--- src/rtl/mult_div_unit.sv ---
// mult_div_unit
//   Multi-cycle signed multiply/divide unit for the MIPS datapath. The
//   control unit pulses start with op, waits for done, then reads hi/lo.
//   Multiply is unsigned shift-add on magnitudes, and divide is unsigned
//   restoring division on magnitudes. Both take WIDTH iterations and
//   finish with one sign-correction/commit cycle.
//
// Ports
//   clk      system clock, rising edge
//   reset    asynchronous active-low reset
//   start    operation request, sampled only when idle
//   op       0 = signed mult, 1 = signed div
//   a, b     operands (multiplicand/dividend, multiplier/divisor)
//   busy     operation in progress
//   done     one-cycle pulse when the result is committed or div-by-zero
//   div_zero one-cycle pulse with done when a div had b == 0
//   hi, lo   HI/LO registers (mult: product halves; div: remainder/quotient)

module mult_div_unit #(
    parameter int WIDTH = 32,
    parameter int CNT_W = 6
) (
    input  logic             clk,
    input  logic             reset,
    input  logic             start,
    input  logic             op,
    input  logic [WIDTH-1:0] a,
    input  logic [WIDTH-1:0] b,
    output logic             busy,
    output logic             done,
    output logic             div_zero,
    output logic [WIDTH-1:0] hi,
    output logic [WIDTH-1:0] lo
);

    localparam logic [1:0] S_IDLE = 2'd0;
    localparam logic [1:0] S_RUN  = 2'd1;
    localparam logic [1:0] S_FIX  = 2'd2;
    localparam logic [1:0] S_DZ   = 2'd3;

    logic [1:0]       state;
    logic [CNT_W-1:0] cnt;
    logic             op_q;
    logic             neg_q;    // product / quotient sign
    logic             neg_r;    // remainder sign (dividend sign)
    logic [WIDTH-1:0] opb;      // multiplicand or divisor magnitude
    logic [WIDTH-1:0] acc;      // partial product high half / partial remainder
    logic [WIDTH-1:0] mq;       // multiplier shifting out / dividend-quotient

    // Magnitudes are unsigned, so the most negative value maps to 2^(WIDTH-1).
    logic [WIDTH-1:0] abs_a, abs_b;
    assign abs_a = a[WIDTH-1] ? (~a + 1'b1) : a;
    assign abs_b = b[WIDTH-1] ? (~b + 1'b1) : b;

    // Multiply step: add the multiplicand if the current multiplier bit is
    // set, then shift {carry, acc, mq} right by one.
    logic [WIDTH:0] mul_sum;
    assign mul_sum = {1'b0, acc} + (mq[0] ? {1'b0, opb} : '0);

    // Restoring divide step: shift the next dividend bit into the remainder
    // and subtract the divisor when it fits. The shifted remainder needs one
    // extra bit. The difference is below 2^WIDTH, so the low bits are exact.
    logic [WIDTH:0]   div_sh;
    logic             div_ge;
    logic [WIDTH-1:0] div_diff;
    assign div_sh   = {acc, mq[WIDTH-1]};
    assign div_ge   = (div_sh >= {1'b0, opb});
    assign div_diff = div_sh[WIDTH-1:0] - opb;

    // Sign correction applied in FIX.
    logic [2*WIDTH-1:0] prod_s;
    logic [WIDTH-1:0]   quot_s, rem_s;
    assign prod_s = neg_q ? -{acc, mq} : {acc, mq};
    assign quot_s = neg_q ? -mq  : mq;
    assign rem_s  = neg_r ? -acc : acc;

    always_ff @(posedge clk or negedge reset) begin
        if (!reset) begin
            state    <= S_IDLE;
            cnt      <= '0;
            op_q     <= 1'b0;
            neg_q    <= 1'b0;
            neg_r    <= 1'b0;
            opb      <= '0;
            acc      <= '0;
            mq       <= '0;
            busy     <= 1'b0;
            done     <= 1'b0;
            div_zero <= 1'b0;
            hi       <= '0;
            lo       <= '0;
        end else begin
            done     <= 1'b0;
            div_zero <= 1'b0;
            case (state)
                S_IDLE: begin
                    if (start) begin
                        busy <= 1'b1;
                        op_q <= op;
                        if (op && (b == '0)) begin
                            state <= S_DZ;
                        end else begin
                            state <= S_RUN;
                            cnt   <= CNT_W'(WIDTH - 1);
                            neg_q <= a[WIDTH-1] ^ b[WIDTH-1];
                            neg_r <= a[WIDTH-1];
                            acc   <= '0;
                            opb   <= op ? abs_b : abs_a;
                            mq    <= op ? abs_a : abs_b;
                        end
                    end
                end
                S_RUN: begin
                    if (op_q) begin
                        acc <= div_ge ? div_diff : div_sh[WIDTH-1:0];
                        mq  <= {mq[WIDTH-2:0], div_ge};
                    end else begin
                        acc <= mul_sum[WIDTH:1];
                        mq  <= {mul_sum[0], mq[WIDTH-1:1]};
                    end
                    if (cnt == '0) begin
                        state <= S_FIX;
                    end else begin
                        cnt <= cnt - CNT_W'(1);
                    end
                end
                S_FIX: begin
                    if (op_q) begin
                        hi <= rem_s;
                        lo <= quot_s;
                    end else begin
                        hi <= prod_s[2*WIDTH-1:WIDTH];
                        lo <= prod_s[WIDTH-1:0];
                    end
                    done  <= 1'b1;
                    busy  <= 1'b0;
                    state <= S_IDLE;
                end
                S_DZ: begin
                    done     <= 1'b1;
                    div_zero <= 1'b1;
                    busy     <= 1'b0;
                    state    <= S_IDLE;
                end
                default: state <= S_IDLE;
            endcase
        end
    end

endmodule
--- config.mk ---
export PLATFORM = sky130hd
export DESIGN_NAME = mult_div_unit
export DESIGN_NICKNAME = d
export VERILOG_FILES = /design/src/rtl/mult_div_unit.sv
export SDC_FILE = /design/constraint.sdc
export NUM_CORES = 1
export LEC_CHECK = 0
export ABC_CLOCK_PERIOD_IN_PS = 3080
export BUFFER_PORTS_ARGS = -buffer_cell sky130_fd_sc_hd__buf_2
export CAP_MARGIN = 5
export CELL_PAD_IN_SITES_DETAIL_PLACEMENT = 0
export CELL_PAD_IN_SITES_GLOBAL_PLACEMENT = 1
export CORE_MARGIN = 2
export CORE_UTILIZATION = 42
export CTS_BUF_LIST = sky130_fd_sc_hd__clkbuf_2 sky130_fd_sc_hd__clkbuf_4 sky130_fd_sc_hd__clkbuf_8
export DETAILED_ROUTE_END_ITERATION = 10
export PLACE_DENSITY = 0.84
export SETUP_SLACK_MARGIN = 0.02
export SYNTH_ARGS = -nofsm -noshare
export SYNTH_HDL_FRONTEND = slang
export SYNTH_SLANG_ARGS = --single-unit
export TNS_END_PERCENT = 5
--- constraint.sdc ---
create_clock -name clk -period 3.08 [get_ports clk]
set_input_delay 0.154 -clock clk [delete_from_list [all_inputs] [get_ports clk]]
set_output_delay 0.154 -clock clk [all_outputs]
set_load 0.01 [all_outputs]
==> results by stage, run 1 <==
Run status:
- The run finished with clean final reports.

Routing:
- In the routed layout, each cell is associated on average with a via count of between 5 and 6.
- For this run, the detailed router's first-pass iteration total came to 6.
- Dividing the detail-routed wire length by the instance count gives between 15 and 20 um.
- Summing over every cut layer, the via total after detailed routing is around 14k.
- For this block, the initial DRC count from the detailed router was approximately 1.2k.
- After detailed routing, the total wire length is ~49000 um.
- Once detail routing completed, the nets flagged for antenna violations numbered 0.
- The number of DRC violations after detailed routing is 0.

Cells and area:
- The net count of the finished layout is between 2k and 2.5k.
- In the final layout, the share of cells above drive strength 1 is 0.216.
- After the flow finishes, the layout carries non-filler instances totaling approximately 2.5k.
- For this run, the share of the core covered by cells in the final layout is 0.516.
- The area growth from synthesis to final layout is 21.2%.
- In the layout the commonest cells are nand2_1 (249), o21ai_0 (230), dfrtp_1 (172), buf_4 (161), nor2_1 (156).
- The most common cell after layout, fill and taps aside is nand2_1.
- The count of inserted antenna diode cells is 0.
- The final instance area is roughly 17000 um^2.

Die:
- Measured along the x axis, the die boundary spans roughly 190 um.
- The vertical extent of the die is about 190 um.
- The initial utilization of the core area, before any placement, comes to 0.425.
- The number of cell rows is 67.
- The full die area is between 30000 and 40000 um^2.
- The core box area is around 34000 um^2.
- The number of ports placed on the die boundary is about 140.

STA:
- The count of final setup violators is 0.
- The number of max-slew violations in the final report is 0.
- Setup repair after global routing could not meet its margin everywhere.
- The shortest clock period the worst path allows after layout is ~3.0 ns.
- The clock skew after layout is around 0.025 ns.
- Once routing completed, OpenROAD measured the worst setup slack at approximately 0.046 ns.
- The max-slew headroom at the worst pin is 0.227.
- The final hold violation count is 0.
- The measured slew at the worst slew-check pin is roughly 1.2 ns.
- Dividing the final minimum period by the clock period gives 0.985.
- The fmax is about 330 MHz.

Setup path:
- The launching element type of the critical path is a flip-flop.
- The endpoint type of the worst setup path is a flip-flop.
- For the worst setup path, the data required time is 3.43 ns.
- The maximum net fanout on the critical path is 9.
- Data on the critical path arrives at its endpoint at between 3 and 4 ns.
- The worst setup path category is flip-flop to flip-flop.

Synthesis:
- In the synthesized netlist, the number of instances is approximately 1.8k.
- Of the synthesized area, sequential elements account for 0.305.
- The main flop type after synthesis is dfrtp_1.
- The simple-gate share of the synthesized area is 0.189.
- The largest family of logic cells by synthesized area is compound AO/OA/AOI/OAI gates.
- The compound-gate portion of the synthesized area was 0.247.
- Each instance of the synthesized netlist takes up on average a little under 8 um^2.
- Counting flops with a built-in enable in the synthesized netlist gives 0.
- The XOR/XNOR share of the synthesized area is 0.109.
- In this run, distinct cell masters in the synthesized netlist total 76.
- The synthesized netlist net count is approximately 2k.
- Of the total synthesized cell area, the portion taken by full adders, half adders and majority gates is 0.0642.
- The area of the mapped netlist is between 10000 and 15000 um^2.
- The share of flip-flops with an asynchronous set or reset after synthesis is 1.00.
- The multiplexer share of the synthesized area is 0.0410.
- For this run, the number of Yosys warnings is 0.
- The synthesis-stage register bit count is 174.

Clocking:
- The clock root buffer is clkbuf_8.
- At the later pin of the worst-skew pair, clock insertion delay measures 0.51 ns.
- The clock drives between 150 and 200 sinks.
- The longest clock path from root to sink contains 2 buffers.
- The H-tree generated during clock tree synthesis spans 4 levels.
- The clock transition time at the flip-flop clock pins of the worst setup and hold paths is between 0.1 and 0.15 ns.
- The clock tree from TritonCTS is yes.
- The number of clock buffers added by TritonCTS is 17.

Placement:
- The placed cell count is between 2k and 2.5k.
- The number of buffers inserted by port buffering is about 130.
- The routability congestion estimate from global placement is 0.934.
- Summing all placed instances gives a cell area of 16400 um^2.
- The pre-CTS setup slack is -0.296 ns.
- The half-perimeter wire length after placement is approximately 38000 um.

GRT:
- The total overflow left after global routing is 0.
- The via count of the first global-routing pass came to about 13k.
- The global-route total usage across every layer is 0.272.
- The maximum number of pins on one net before global-route repair is slightly below 100.
- The initial antenna violation count is 1.
- The wire length of the first global-routing pass is 75100 um.

Flow run:
- The number of violations of the max-capacitance limit is 0.

Power:
- Total power for the finished layout comes to about 21 mW.
- Power spread over the standard cell area amounts to ~1200 nW/um^2.
- VDD sags by at most between 500 and 600 uV.
- For this design the static power due to leakage is 7.84 nW.

Min path:
- In this run the worst hold path is classified as input port to flip-flop.
-- report_power, final --
| part | switching, mW | total (mW) | internal [mW] |
|---|---|---|---|
| Combinational | 8.84 | 15.5 | 6.64 |
| Sequential | 0.749 | 3.89 | 3.14 |
| Clock | 0.977 | 1.74 | 0.763 |
-- flip-flops by register name, indices dropped and copies added (netlist names) --
register and flops:
acc 32, done 1, neg_r 1, neg_q 1, cnt 6, lo 32
div_zero 1, hi 32, op_q 1, busy 1, state 2, mq 32
opb 32
-- final timing paths --
check / start / end / slack [ns] / cells after the start
setup / recovery: mq[14] / hi[25] / 0.05 / 9
hold / removal: b[29] / opb[29] / 0.08 / 4
setup reg to reg: mq[14] / hi[25] / 0.05 / 9
hold reg to reg: hi[10] / hi[10] / 0.48 / 2
max in group asynchronous: reset / hi[9] / 1.92 / 3
min in group asynchronous: reset / state[0] / 0.29 / 2
-- layout make-up --
type	instances	area (um^2)
Fill cell	3364	16200
Multi-Input combinational cell	1482	9610
Sequential cell	174	4360
Timing Repair Buffer	310	2100
Tap cell	448	561
Inverter	65	246
Clock buffer	18	241
Clock inverter	14	174
-- worst max-delay path, stage by stage (launching register included) --
cell     delay, ns
dfrtp_1       0.39
or4_4         0.56
nor4b_4       0.37
nand2_2       0.08
or3_4         0.39
or4_4         0.47
nand2_2       0.19
o21ai_0       0.15
xnor2_1       0.17
o21ai_0       0.09
-- layer usage --
metal  vias up  GRT usage  wire, um
met5         -          0         0
met3        51     0.0395      3570
met2       502      0.428     21900
met1      6932      0.395     22700
li1       6922          -         -
met4         0     0.0622       755
-- cell families (layout without fill, tap and decap cells) --
kind of cell / Yosys count / after routing
compound gates: 588 / 588
xor+xnor: 178 / 178
fa+ha+maj: 72 / 72
buf+inv: 166 / 407
flops: 174 / 174
mux: 57 / 57
simple gates: 587 / 587
-- stage by stage --
stage / hold slack (ns) / TNS (ns)
after global routing: 0.0838 / -0.809
final: 0.0785 / 0
after detailed placement: 0.327 / -5.01
after floorplan: -0.142 / -0.00698
after CTS: 0.0466 / 0
after global placement: 0.299 / -3.88
-- synthesized netlist by cell type (5+ instances only) --
cell / number / area, um^2
o31ai_1: 25 / 188
and2_1: 11 / 68.8
o21bai_1: 7 / 52.6
ha_1: 70 / 876
o21ai_0: 240 / 1200
a21oi_1: 150 / 751
mux2_2: 12 / 135
o22ai_1: 6 / 37.5
o31a_1: 5 / 43.8
o21a_1: 14 / 105
buf_1: 11 / 41.3
o211ai_1: 13 / 97.6
inv_1: 64 / 240
a221oi_1: 5 / 43.8
nor2_1: 157 / 589
nand3_1: 18 / 90.1
o41ai_1: 11 / 96.3
clkbuf_1: 85 / 319
or3_1: 18 / 113
or4_1: 8 / 60.1
nor3_1: 31 / 155
o221ai_1: 7 / 61.3
nor4_1: 13 / 81.3
nor2b_1: 7 / 43.8
o21ai_1: 7 / 35.0
nor3b_1: 6 / 45.0
a22oi_1: 15 / 113
and3_1: 7 / 43.8
dfrtp_1: 174 / 4350
a31oi_1: 13 / 81.3
xnor2_1: 80 / 701
or4_4: 5 / 56.3
nand2b_1: 17 / 106
nand4_1: 12 / 75.1
xor2_1: 98 / 858
mux2i_1: 45 / 450
or2_2: 6 / 37.5
a21o_1: 27 / 203
nand2_1: 253 / 950
-- repair_timing --
| item | in CTS | in global routing |
|---|---|---|
| pin swaps | 2 | 18 |
| endpoints found under the hold margin | 88 | 0 |
| buffers inserted | 0 | 9 |
| gates cloned | 0 | 1 |
| hold buffers | 2 | 0 |
| resized for setup | 15 | 77 |
| endpoints found under the setup margin | 47 | 51 |
(Power assumes the default switching activity.)
==> inputs of run 2 (changes only) <==
Settings changed: ABC_CLOCK_PERIOD_IN_PS 3080 to 3640, CORE_UTILIZATION 42 to 45, PLACE_DENSITY 0.84 to 0.86.
Clock period 3.08 ns to 3.64 ns, I/O delays scaled along.
==> run 2 against run 1 <==
Compared with the run above:
- via count shrank 4.3%
- fmax down 12%
- global-route usage is 2.0 points higher
- sequential share of layout area increased by 2.1 points
- non-clock buffer count shrank 124
- worst setup slack better by 0.15 ns
- clock power fell by 13%
- register-to-register slack better by 0.15 ns
- critical path depth grew 4
- cell count shrank 6.8%
- power down 23%
- routed wire length is 2.3% lower
==> results by stage, run 2 (synthesis gave the netlist of run 1 again) <==
Run status:
- Outcome: complete, no violations (unchanged).

Clocking:
- The number of CTS-inserted buffers came to 17 (unchanged).
- The clock root buffer is clkbuf_8 (unchanged).
- The maximum buffer depth of the clock tree is 2 (unchanged).
- The clock tree from TritonCTS is yes (unchanged).
- The clock insertion delay at the later pin of the skew report is 0.52 ns (was 0.51 ns).
- The number of H-tree levels came to 4 (unchanged).
- The total number of clock tree sinks is 174 (unchanged).
- The clock transition time at the flip-flop clock pins of the worst setup and hold paths came to 0.11 ns (about the same).

Routing:
- The total via count in the routed design is 13.8k (was 14.4k).
- The wire length per cell after detailed routing is 20.4 um (was 19.5 um).
- The number of DRC violations after detailed routing came to 0 (unchanged).
- The detail-routed via count per cell is 5.89 (was 5.74).
- The final antenna-violating net count came to 0 (unchanged).
- The violation count after the first detailed-route iteration is 1338 (was 1229).
- The number of search-and-repair iterations in the first detailed-routing pass came to 6 (unchanged).
- The detailed-route wire length is 47800 um (was 48900 um).

Power:
- The internal power component is 7.71 mW (was 10.5 mW).
- The worst-case vdd ir drop is 429 uV (was 523 uV).
- The power per standard cell area is 1010 nW/um^2 (was 1220 nW/um^2).
- The share of power burned in registers is 0.219 (was 0.184).
- The leakage power is 7.18 nW (was 7.84 nW).
- The part of the power in the clock network came to 0.093 (was 0.082).
- The power dissipated by switching net loads is 8.44 mW (was 10.6 mW).
- The switching fraction of total power was 0.523 (was 0.500).
- The power share of the combinational group came to 0.687 (was 0.733).

Die:
- The die boundary width came to 182 um (was 188 um).
- The number of ports placed on the die boundary was 135 (unchanged).
- The full die area came to 33100 um^2 (was 35500 um^2).
- The number of cell rows is 65 (was 67).
- The starting utilization of the core area came to 0.454 (was 0.425).
- The core box area came to 31400 um^2 (was 33500 um^2).
- The vertical extent of the die is 182 um (was 188 um).

STA:
- Setup repair after global routing missed its margin: yes (unchanged).
- The measured slew at the worst slew-check pin is 0.990 ns (was 1.16 ns).
- The shortest clock period the worst path allows after layout is 3.44 ns (was 3.03 ns).
- The fmax was 291 MHz (was 330 MHz).
- The number of max-slew violations in the final report came to 0 (unchanged).
- The count of final setup violators is 0 (unchanged).
- The slack of the critical path is 0.200 ns (was 0.0463 ns).
- The max-slew headroom at the worst pin came to 0.340 (was 0.227).
- The final hold violation count is 0 (unchanged).
- The final clock period utilization by the worst path came to 0.945 (was 0.985).
- The clock skew after layout is 0.0244 ns (was 0.0247 ns).

Placement:
- The number of buffers inserted by port buffering came to 134 (unchanged).
- The pre-CTS setup slack is 0.0604 ns (was -0.296 ns).
- The routability congestion estimate from global placement was 0.967 (was 0.934).
- The placed cell count is 2305 (was 2467).
- The half-perimeter wire length after placement is 37200 um (was 38500 um).

GRT:
- The wire length of the first global-routing pass is 74900 um (was 75100 um).
- The maximum number of pins on one net before global-route repair came to 99 (unchanged).
- The global-route total usage across every layer is 0.292 (was 0.272).
- The initial antenna violation count came to 0 (was 1).
- The total congestion overflow after global routing is 0 (unchanged).
- The via count of the first global-routing pass is 13.2k (was 13.4k).

Setup path:
- Cell-by-cell trace of the critical path: clkinvlp_4, buf_4, nor2_1, ha_1, a21oi_1, nand2_1, o211ai_1, a21oi_1, nor2_1, o21ai_0, xor2_1, o22ai_1, o21ai_0 (was or4_4, nor4b_4, nand2_2, or3_4, or4_4, nand2_2, o21ai_0, xnor2_1, o21ai_0).
- The destination of the worst register-to-register timing path is acc[26] (was hi[25]).
- The maximum net fanout on the critical path is 10 (was 9).
- The worst flop-to-flop path startpoint was mq[0] (was mq[14]).
- The launching element type of the critical path is a flip-flop (unchanged).
- The worst setup path category is flip-flop to flip-flop (unchanged).
- The cell at the slowest stage of the critical path is dfrtp_1 (was or4_4).
- The setup slack of the worst register-to-register path is 0.20 ns (was 0.05 ns).
- The delay of the slowest critical-path stage came to 0.45 ns (was 0.56 ns).
- The endpoint type of the worst setup path is a flip-flop (unchanged).
- The critical path arrival is 3.87 ns (was 3.38 ns).
- The required time of the critical path was 4.07 ns (was 3.43 ns).
- The cell count of the worst reg-to-reg path is 13 (was 9).

Cells and area:
- The fraction of layout instances using a drive strength above 1 is 0.136 (was 0.216).
- The filler cell count was 3115 (was 3364).
- The area growth from synthesis to final layout came to 11.7% (was 21.2%).
- The count of inserted antenna diode cells is 0 (unchanged).
- Commonest cells after routing, fill and taps aside: nand2_1 (253), o21ai_0 (238), dfrtp_1 (173), nor2_1 (156), a21oi_1 (150) (was nand2_1 (249), o21ai_0 (230), dfrtp_1 (172), buf_4 (161), nor2_1 (156)).
- The most common cell after layout, fill and taps aside is nand2_1 (unchanged).
- The final-stage net count is 2066 (was 2190).
- The filler-free cell count of the finished design is 2341 (was 2511).

Min path:
- The end of the worst hold path is opb[23] (was opb[29]).
- The launch point of the worst hold path was a[23] (was b[29]).
- The number of cells on the worst hold path came to 4 (unchanged).
- The worst hold-check path type is input port to flip-flop (unchanged).

Flow run:
- The number of violations of the max-capacitance limit is 0 (unchanged).
[run 2: cell types whose count changed in the layout (fill, tap and decap cells not counted), sizes merged]
cell	before	now
clkinv	3	5
buf	308	184
clkinvlp	2	1
inv	72	71
[run 2: timing repair]
item | 4_1_cts | 5_1_grt
buffers inserted | 0 | 2
pin swaps | 0 | 1
setup endpoints to repair | 1 | 12
hold buffers | 2 | 0
hold endpoints to repair | 81 | 0
gates cloned | 0 | 0
gates resized for setup | 1 | 6
[run 2: how the worst max path moves through the flow]
| stage | slack, ns | end | cells after the start | from |
|---|---|---|---|---|
| floorplan | 0.47 | acc[29] | 13 | mq[0] |
| global placement | 0.07 | acc[30] | 13 | mq[0] |
| detailed placement | 0.06 | acc[30] | 13 | mq[0] |
| CTS | 0.09 | acc[21] | 12 | mq[0] |
| global route | -0.08 | acc[30] | 13 | mq[0] |
| finish | 0.20 | acc[26] | 13 | mq[0] |
[run 2: layer usage]
| layer | vias up | wire length, um | share of wire | global-route usage |
|---|---|---|---|---|
| met1 | 6545 | 21800 | 0.46 | 0.409 |
| met4 | 0 | 1480 | 0.031 | 0.103 |
| met3 | 85 | 3360 | 0.070 | 0.0585 |
| li1 | 6680 | - | - | - |
| met5 | - | 0 | 0 | 0 |
| met2 | 480 | 21100 | 0.44 | 0.448 |
[run 2: per-stage QoR]
stage / total power [mW] / utilization / instance area [um^2] / TNS [ns] / hold slack [ns]
after floorplan: 11.1 / - / 14300 / 0 / -0.114
after global placement: 14.3 / 0.493 / 15500 / 0 / 0.288
after detailed placement: 14.4 / 0.493 / 15500 / 0 / 0.308
after CTS: 15.9 / 0.507 / 15900 / 0 / 0.0626
after global routing: 17.5 / 0.508 / 15900 / -0.148 / 0.0980
final: 16.2 / 0.508 / 15900 / 0 / 0.0862
[run 2: power by group through the flow]
stage,clock (mW),combinational [mW],sequential [mW]
after floorplan,0,7.81,3.32
after global placement,0,10.8,3.52
after detailed placement,0,10.8,3.55
after CTS,1.53,10.9,3.51
after global routing,1.61,12.3,3.63
final,1.51,11.1,3.54
[run 2: worst max-delay path, delay by kind of cell, from the launching register on]
| kind | cells | cell delay, ns |
|---|---|---|
| and+or+nand+nor | 3 | 0.57 |
| xor gates and xnor gates | 1 | 0.22 |
| AOI/OAI and AO/OA | 6 | 1.34 |
| DFF | 1 | 0.45 |
| buffers and inverters | 2 | 0.45 |
| adders and majority gates | 1 | 0.32 |
[run 2: cell type report]
| class | count | area (um^2) | area share |
|---|---|---|---|
| flip-flops and latches | 174 | 4360 | 0.273 |
| well taps | 402 | 503 | 0.0316 |
| clock inverters | 14 | 170 | 0.0107 |
| repair buffers | 186 | 1100 | 0.0689 |
| inverters | 65 | 248 | 0.0155 |
| clock buffers | 18 | 248 | 0.0155 |
| multi-input cells | 1482 | 9320 | 0.585 |
